File: src/rtl/bcd_pkg.sv
// bcd_pkg: shared BCD constants, timer state encoding and digit validity check
package bcd_pkg;
    localparam int BCD_DIGIT_W = 4;
    localparam int BCD_MAX     = 9;
    typedef enum logic [1:0] {IDLE, RUN, EXPIRED} state_t;
    function automatic logic is_valid_bcd(input logic [BCD_DIGIT_W-1:0] digit);
        return digit <= BCD_DIGIT_W'(BCD_MAX);
    endfunction
endpackage

File: src/rtl/bcd_down_timer_if.sv
// bcd_down_timer_if: control and status bundle of the BCD down-timer
interface bcd_down_timer_if #(parameter int DIGITS = 4);
    logic                load;
    logic [4*DIGITS-1:0] load_val;
    logic                start;
    logic                stop;
    logic                auto_reload;
    logic                tick;
    logic [4*DIGITS-1:0] count;
    logic                running;
    logic                expired;
    logic                done;
    logic                load_err;
    modport master (output load, load_val, start, stop, auto_reload, tick,
                    input  count, running, expired, done, load_err);
    modport slave  (input  load, load_val, start, stop, auto_reload, tick,
                    output count, running, expired, done, load_err);
endinterface

File: src/rtl/bcd_digit_dec.sv
// bcd_digit_dec: single BCD digit decrement stage with borrow chaining
module bcd_digit_dec
    import bcd_pkg::*;
(
    input  logic [BCD_DIGIT_W-1:0] d,
    input  logic                   borrow_in,
    output logic [BCD_DIGIT_W-1:0] q,
    output logic                   borrow_out
);
    assign borrow_out = borrow_in && d == '0;
    assign q = !borrow_in ? d : (d == '0 ? BCD_DIGIT_W'(BCD_MAX) : d - BCD_DIGIT_W'(1));
endmodule

File: src/rtl/bcd_down_timer.sv
// bcd_down_timer: packed-BCD down-counter with one-shot/auto-reload expiry
module bcd_down_timer
    import bcd_pkg::*;
#(
    parameter int DIGITS = 4
) (
    input  logic              clk,
    input  logic              rst,
    bcd_down_timer_if.slave   bus
);
    localparam int W = BCD_DIGIT_W * DIGITS;
    state_t         state, state_nx;
    logic [W-1:0]   count_q, count_nx, reload_q, reload_nx, count_dec;
    logic           done_q, done_nx, err_q, err_nx;
    logic [DIGITS:0]   bw;
    logic [DIGITS-1:0] dig_ok;
    logic           borrow_unused;
    logic           valid;
    assign bw[0] = 1'b1;
    assign borrow_unused = bw[DIGITS];
    for (genvar i = 0; i < DIGITS; i++) begin : g_dig
        bcd_digit_dec u_dec (
            .d          (count_q[BCD_DIGIT_W*i +: BCD_DIGIT_W]),
            .borrow_in  (bw[i]),
            .q          (count_dec[BCD_DIGIT_W*i +: BCD_DIGIT_W]),
            .borrow_out (bw[i+1])
        );
        assign dig_ok[i] = is_valid_bcd(bus.load_val[BCD_DIGIT_W*i +: BCD_DIGIT_W]);
    end
    assign valid = &dig_ok;
    // next-state decode, priority load > stop > start > tick
    always_comb begin
        state_nx  = state;
        count_nx  = count_q;
        reload_nx = reload_q;
        done_nx   = 1'b0;
        err_nx    = err_q;
        if (bus.load) begin
            if (valid) begin
                count_nx  = bus.load_val;
                reload_nx = bus.load_val;
                err_nx    = 1'b0;
                state_nx  = IDLE;
            end else begin
                err_nx = 1'b1;
            end
        end else if (bus.stop) begin
            state_nx = state == RUN ? IDLE : state;
        end else if (bus.start) begin
            if (state == IDLE && count_q != '0) begin
                state_nx = RUN;
            end else if (state == EXPIRED && reload_q != '0) begin
                count_nx = reload_q;
                state_nx = RUN;
            end
        end else if (bus.tick && state == RUN) begin
            if (count_q == W'(1)) begin
                done_nx  = 1'b1;
                count_nx = bus.auto_reload ? reload_q : '0;
                state_nx = bus.auto_reload ? RUN : EXPIRED;
            end else begin
                count_nx = count_dec;
            end
        end
    end
    // state and output registers
    always_ff @(posedge clk) begin
        if (rst) begin
            state    <= IDLE;
            count_q  <= '0;
            reload_q <= '0;
            done_q   <= 1'b0;
            err_q    <= 1'b0;
        end else begin
            state    <= state_nx;
            count_q  <= count_nx;
            reload_q <= reload_nx;
            done_q   <= done_nx;
            err_q    <= err_nx;
        end
    end
    assign bus.count    = count_q;
    assign bus.running  = state == RUN;
    assign bus.expired  = state == EXPIRED;
    assign bus.done     = done_q;
    assign bus.load_err = err_q;
endmodule

File: src/flat_wrapper.sv
// flat-port wrapper written by rule: the top's interface ports become plain ports
module bcd_down_timer_flat import bcd_pkg::*;
#(
    parameter int DIGITS = 4
)
  (clk, rst, bus_load, bus_load_val, bus_start, bus_stop, bus_auto_reload, bus_tick, bus_count, bus_running, bus_expired, bus_done, bus_load_err);
  bcd_down_timer_if #(.DIGITS(DIGITS)) bus_i ();
  input  logic clk;
  input  logic rst;
  input wire logic [$bits(bus_i.load)-1:0] bus_load;
  input wire logic [$bits(bus_i.load_val)-1:0] bus_load_val;
  input wire logic [$bits(bus_i.start)-1:0] bus_start;
  input wire logic [$bits(bus_i.stop)-1:0] bus_stop;
  input wire logic [$bits(bus_i.auto_reload)-1:0] bus_auto_reload;
  input wire logic [$bits(bus_i.tick)-1:0] bus_tick;
  output wire logic [$bits(bus_i.count)-1:0] bus_count;
  output wire logic [$bits(bus_i.running)-1:0] bus_running;
  output wire logic [$bits(bus_i.expired)-1:0] bus_expired;
  output wire logic [$bits(bus_i.done)-1:0] bus_done;
  output wire logic [$bits(bus_i.load_err)-1:0] bus_load_err;
  assign bus_i.load = bus_load;
  assign bus_i.load_val = bus_load_val;
  assign bus_i.start = bus_start;
  assign bus_i.stop = bus_stop;
  assign bus_i.auto_reload = bus_auto_reload;
  assign bus_i.tick = bus_tick;
  assign bus_count = bus_i.count;
  assign bus_running = bus_i.running;
  assign bus_expired = bus_i.expired;
  assign bus_done = bus_i.done;
  assign bus_load_err = bus_i.load_err;
  bcd_down_timer #(.DIGITS(DIGITS)) u_core (.clk(clk), .rst(rst), .bus(bus_i));
endmodule
File: config.mk
export PLATFORM = sky130hd
export DESIGN_NAME = bcd_down_timer_flat
export DESIGN_NICKNAME = d
export VERILOG_FILES = /design/src/rtl/bcd_pkg.sv /design/src/rtl/bcd_down_timer_if.sv /design/src/rtl/bcd_digit_dec.sv /design/src/rtl/bcd_down_timer.sv /design/src/flat_wrapper.sv
export SDC_FILE = /design/constraint.sdc
export NUM_CORES = 1
export LEC_CHECK = 0
export BUFFER_PORTS_ARGS = -buffer_cell sky130_fd_sc_hd__buf_2
export CORE_ASPECT_RATIO = 1.75
export CORE_MARGIN = 4
export CORE_UTILIZATION = 40
export CTS_CLUSTER_DIAMETER = 50
export DETAILED_ROUTE_END_ITERATION = 12
export PLACE_DENSITY = 0.66
export SYNTH_ARGS = -nofsm -noshare
export SYNTH_HDL_FRONTEND = slang
export SYNTH_SLANG_ARGS = --single-unit
export TNS_END_PERCENT = 10
File: constraint.sdc
create_clock -name clk -period 3.3 [get_ports clk]
set_clock_uncertainty 0.1 [all_clocks]
set_input_delay 0.495 -clock clk [delete_from_list [all_inputs] [get_ports clk]]
set_output_delay 0.495 -clock clk [all_outputs]
set_load 0.05 [all_outputs]
==> impl_metrics.json <==
{
  "first_pass_iters": 8,
  "ys_top_cells_by_area": "dfxtp_1 33%, o21ai_0 8.0%, a21oi_1 7.6%",
  "fmax_ghz": 0.3520,
  "die_area_mm2": 0.006744,
  "path_cells": "or4_1 > nor4_4 > and3_1 > a21oi_1 > a311oi_1",
  "grt_overflow_total": 0,
  "io_pins": 43,
  "r2r-start": "u_core.bus.count[8]",
  "drc": 0,
  "report.final.hold_viol_count": 0,
  "hp-start": "bus_load_val[8]",
  "fp.dieH_um": 105.7,
  "synth_edf_count": 0,
  "die_width_um": 63.82,
  "reg2reg_slack_ps": 460,
  "port_buffers": 42,
  "fillCellCount": 549,
  "critPathMaxStageDelay_ps": 670,
  "drt_wl_total_um": 7356,
  "antenna_cells": 0,
  "grt_pass1_vias": 2369,
  "r2r_cells": 5,
  "holdPathStages": 3,
  "post-cts-setup-buffers": 0,
  "post_cts_resized": 0,
  "ys_types": 46,
  "wire_per_inst_um": 18.34,
  "tightestPinTransition_ps": 826.8,
  "cp-start-kind": "flip-flop",
  "p_leak_nw": 0.9155,
  "wl_met1_um": 2838,
  "gp_congestion": 0.9317,
  "vias_per_cell": 6.160,
  "holdWs_ps": 338.3,
  "synth_fp_nets": 313,
  "final_common_cell": "buf_2",
  "wl_met2_um": 3705,
  "drv_slew": 0,
  "cts_sinks": 36,
  "grt_max_degree": 35,
  "dp_hpwl_um": 5408,
  "power_density_mw_per_mm2": 449.7,
  "cts-root-buf": "clkbuf_8",
  "whs_endpoint": "u_core.reload_q[8]",
  "hold_buffers": 0,
  "numCtsBuffers": 5,
  "syn_area_per_cell_um2": 7.520,
  "grt_pass1_wl_um": 11810,
  "finalPower_w": 0.001147,
  "vdd_drop_max_v": 0.0002260,
  "ant_nets": 0,
  "crit_required_ps": 3410,
  "coreArea_mm2": 0.005299,
  "postSynthCellCount": 290,
  "min_period_ps": 2841,
  "top_layer": "met4",
  "status": "complete, no violations",
  "critPathTopFamily": "simple AND/OR/NAND/NOR gates",
  "crit_buf_inv": 0,
  "syn_to_final_growth_pct": 16.93,
  "clock_path_buffers": 2,
  "grtUsageTotal_pct": 22.16,
  "cp_slowest_cell": "or4_1",
  "syn-cell-area_mm2": 0.002181,
  "setup_tns_ps": 0,
  "antenna_found_initial": 0,
  "synth_warnings": 0,
  "cts_tree": "built",
  "num_vias": 2470,
  "rows": 35,
  "ys_seq_area_share_pct": 33.05,
  "clk_latency_ps": 300,
  "reg2reg_to": "u_core.bus.count[8]",
  "start_util_pct": 41.16,
  "slew_headroom_pct": 44.77,
  "drive_above_1_share_pct": 20.18,
  "htree_levels": 2,
  "finalCritPeriodShare_pct": 86.09,
  "cap_violations": 0,
  "rsz0062_at_grt": "false",
  "drt_first_iter_violations": 147,
  "synth-main-ff-cell": "dfxtp_1",
  "postSynth.asyncResetShare_pct": 0,
  "synth.top_cell.area_share_pct": 33.05,
  "crit_path_end_kind": "flip-flop",
  "netlist.top_cell.by_area": "dfxtp_1",
  "met3_length_um": 463,
  "path_max_fanout": 11,
  "min-delay-path-class": "in2reg",
  "worstPathArrival_ps": 2950,
  "final_cell_mix": "42 x buf_2, 39 x nand2_1, 36 x dfxtp_1",
  "setup_viol": 0,
  "path_clk_slew_ps": 80,
  "critPathKind": "reg2reg",
  "final_nets": 349,
  "synth-seq-cells": 36
}
-- cell families (layout without fill, tap and decap cells) --
kind of cell    Yosys count  in the layout  synth area share [%]
flops                    36             36                 33.05
compound gates          132            132                 38.55
simple gates             91             91                 21.74
mux                       3              3                 1.434
xor+xnor                  1              1                0.4017
buf+inv                  27             64                 4.819
-- routing by layer --
layer	up-vias	GRT usage, %
met5	-	0
met3	28	3.945
met1	1144	25.26
li1	1187	-
met4	0	13.45
met2	111	37.45
-- how the worst max path moves through the flow --
stage	slack (ps)	start	endpoint	depth (start not counted)
after floorplan	590	u_core.bus.count[4]	u_core.bus.count[6]	6
after detailed placement	540	u_core.bus.count[8]	u_core.bus.count[10]	5
after CTS	500	u_core.bus.count[8]	u_core.bus.count[8]	5
after global placement	630	u_core.bus.count[8]	u_core.bus.count[10]	5
final	460	u_core.bus.count[8]	u_core.bus.count[8]	5
after global routing	350	u_core.bus.count[8]	u_core.bus.count[1]	5
-- synth_stat cells (5+ instances only) --
| library cell | instances |
|---|---|
| a211oi_1 | 5 |
| a21oi_1 | 33 |
| a221oi_1 | 6 |
| a311oi_1 | 11 |
| a31oi_1 | 10 |
| clkbuf_1 | 17 |
| dfxtp_1 | 36 |
| inv_1 | 7 |
| nand2_1 | 39 |
| nor2_1 | 16 |
| nor4_1 | 7 |
| o21ai_0 | 35 |
| o21ai_1 | 6 |
| or4_1 | 5 |
-- flip-flops by register name, indices dropped and copies added, names as in the netlist --
name	cells
u_core.state	2
u_core.bus.count	16
u_core.bus.load_err	1
u_core.bus.done	1
u_core.reload_q	16
-- per-stage QoR --
stage | setup WS [ps] | std cells | area, um2 | utilization, %
2_1_floorplan | 588.3 | 290 | 2181 | -
4_1_cts | 499.9 | 401 | 2550 | 48.12
3_3_place_gp | 628.5 | 393 | 2457 | 46.38
3_5_place_dp | 544.3 | 393 | 2457 | 46.38
5_1_grt | 353.0 | 401 | 2550 | 48.12
6_report | 459.1 | 401 | 2550 | 48.12
-- worst reg2reg max path, delay by kind of cell (launching register included) --
kind	cells	cell delay (ps)
simple gates	3	1840
compound gates	2	420
flops	1	390
-- power breakdown --
part,total [W],internal [W],switching (W)
Combinational,0.000322,0.000107,0.000215
Sequential,0.000495,0.000457,0.0000379
Clock,0.000329,0.000150,0.000180
Total,0.00115,0.000714,0.000433
-- final cells by class --
cell class | count | area, um2 | area share, %
Timing Repair Buffer | 49 | 262.8 | 10.30
Clock buffer | 5 | 68.82 | 2.699
Clock inverter | 3 | 23.77 | 0.9323
Sequential cell | 36 | 720.7 | 28.26
Inverter | 7 | 26.28 | 1.030
Multi-Input combinational cell | 227 | 1355 | 53.14
Tap cell | 74 | 92.59 | 3.631
Note: power is estimated with default switching activity, not from simulation.
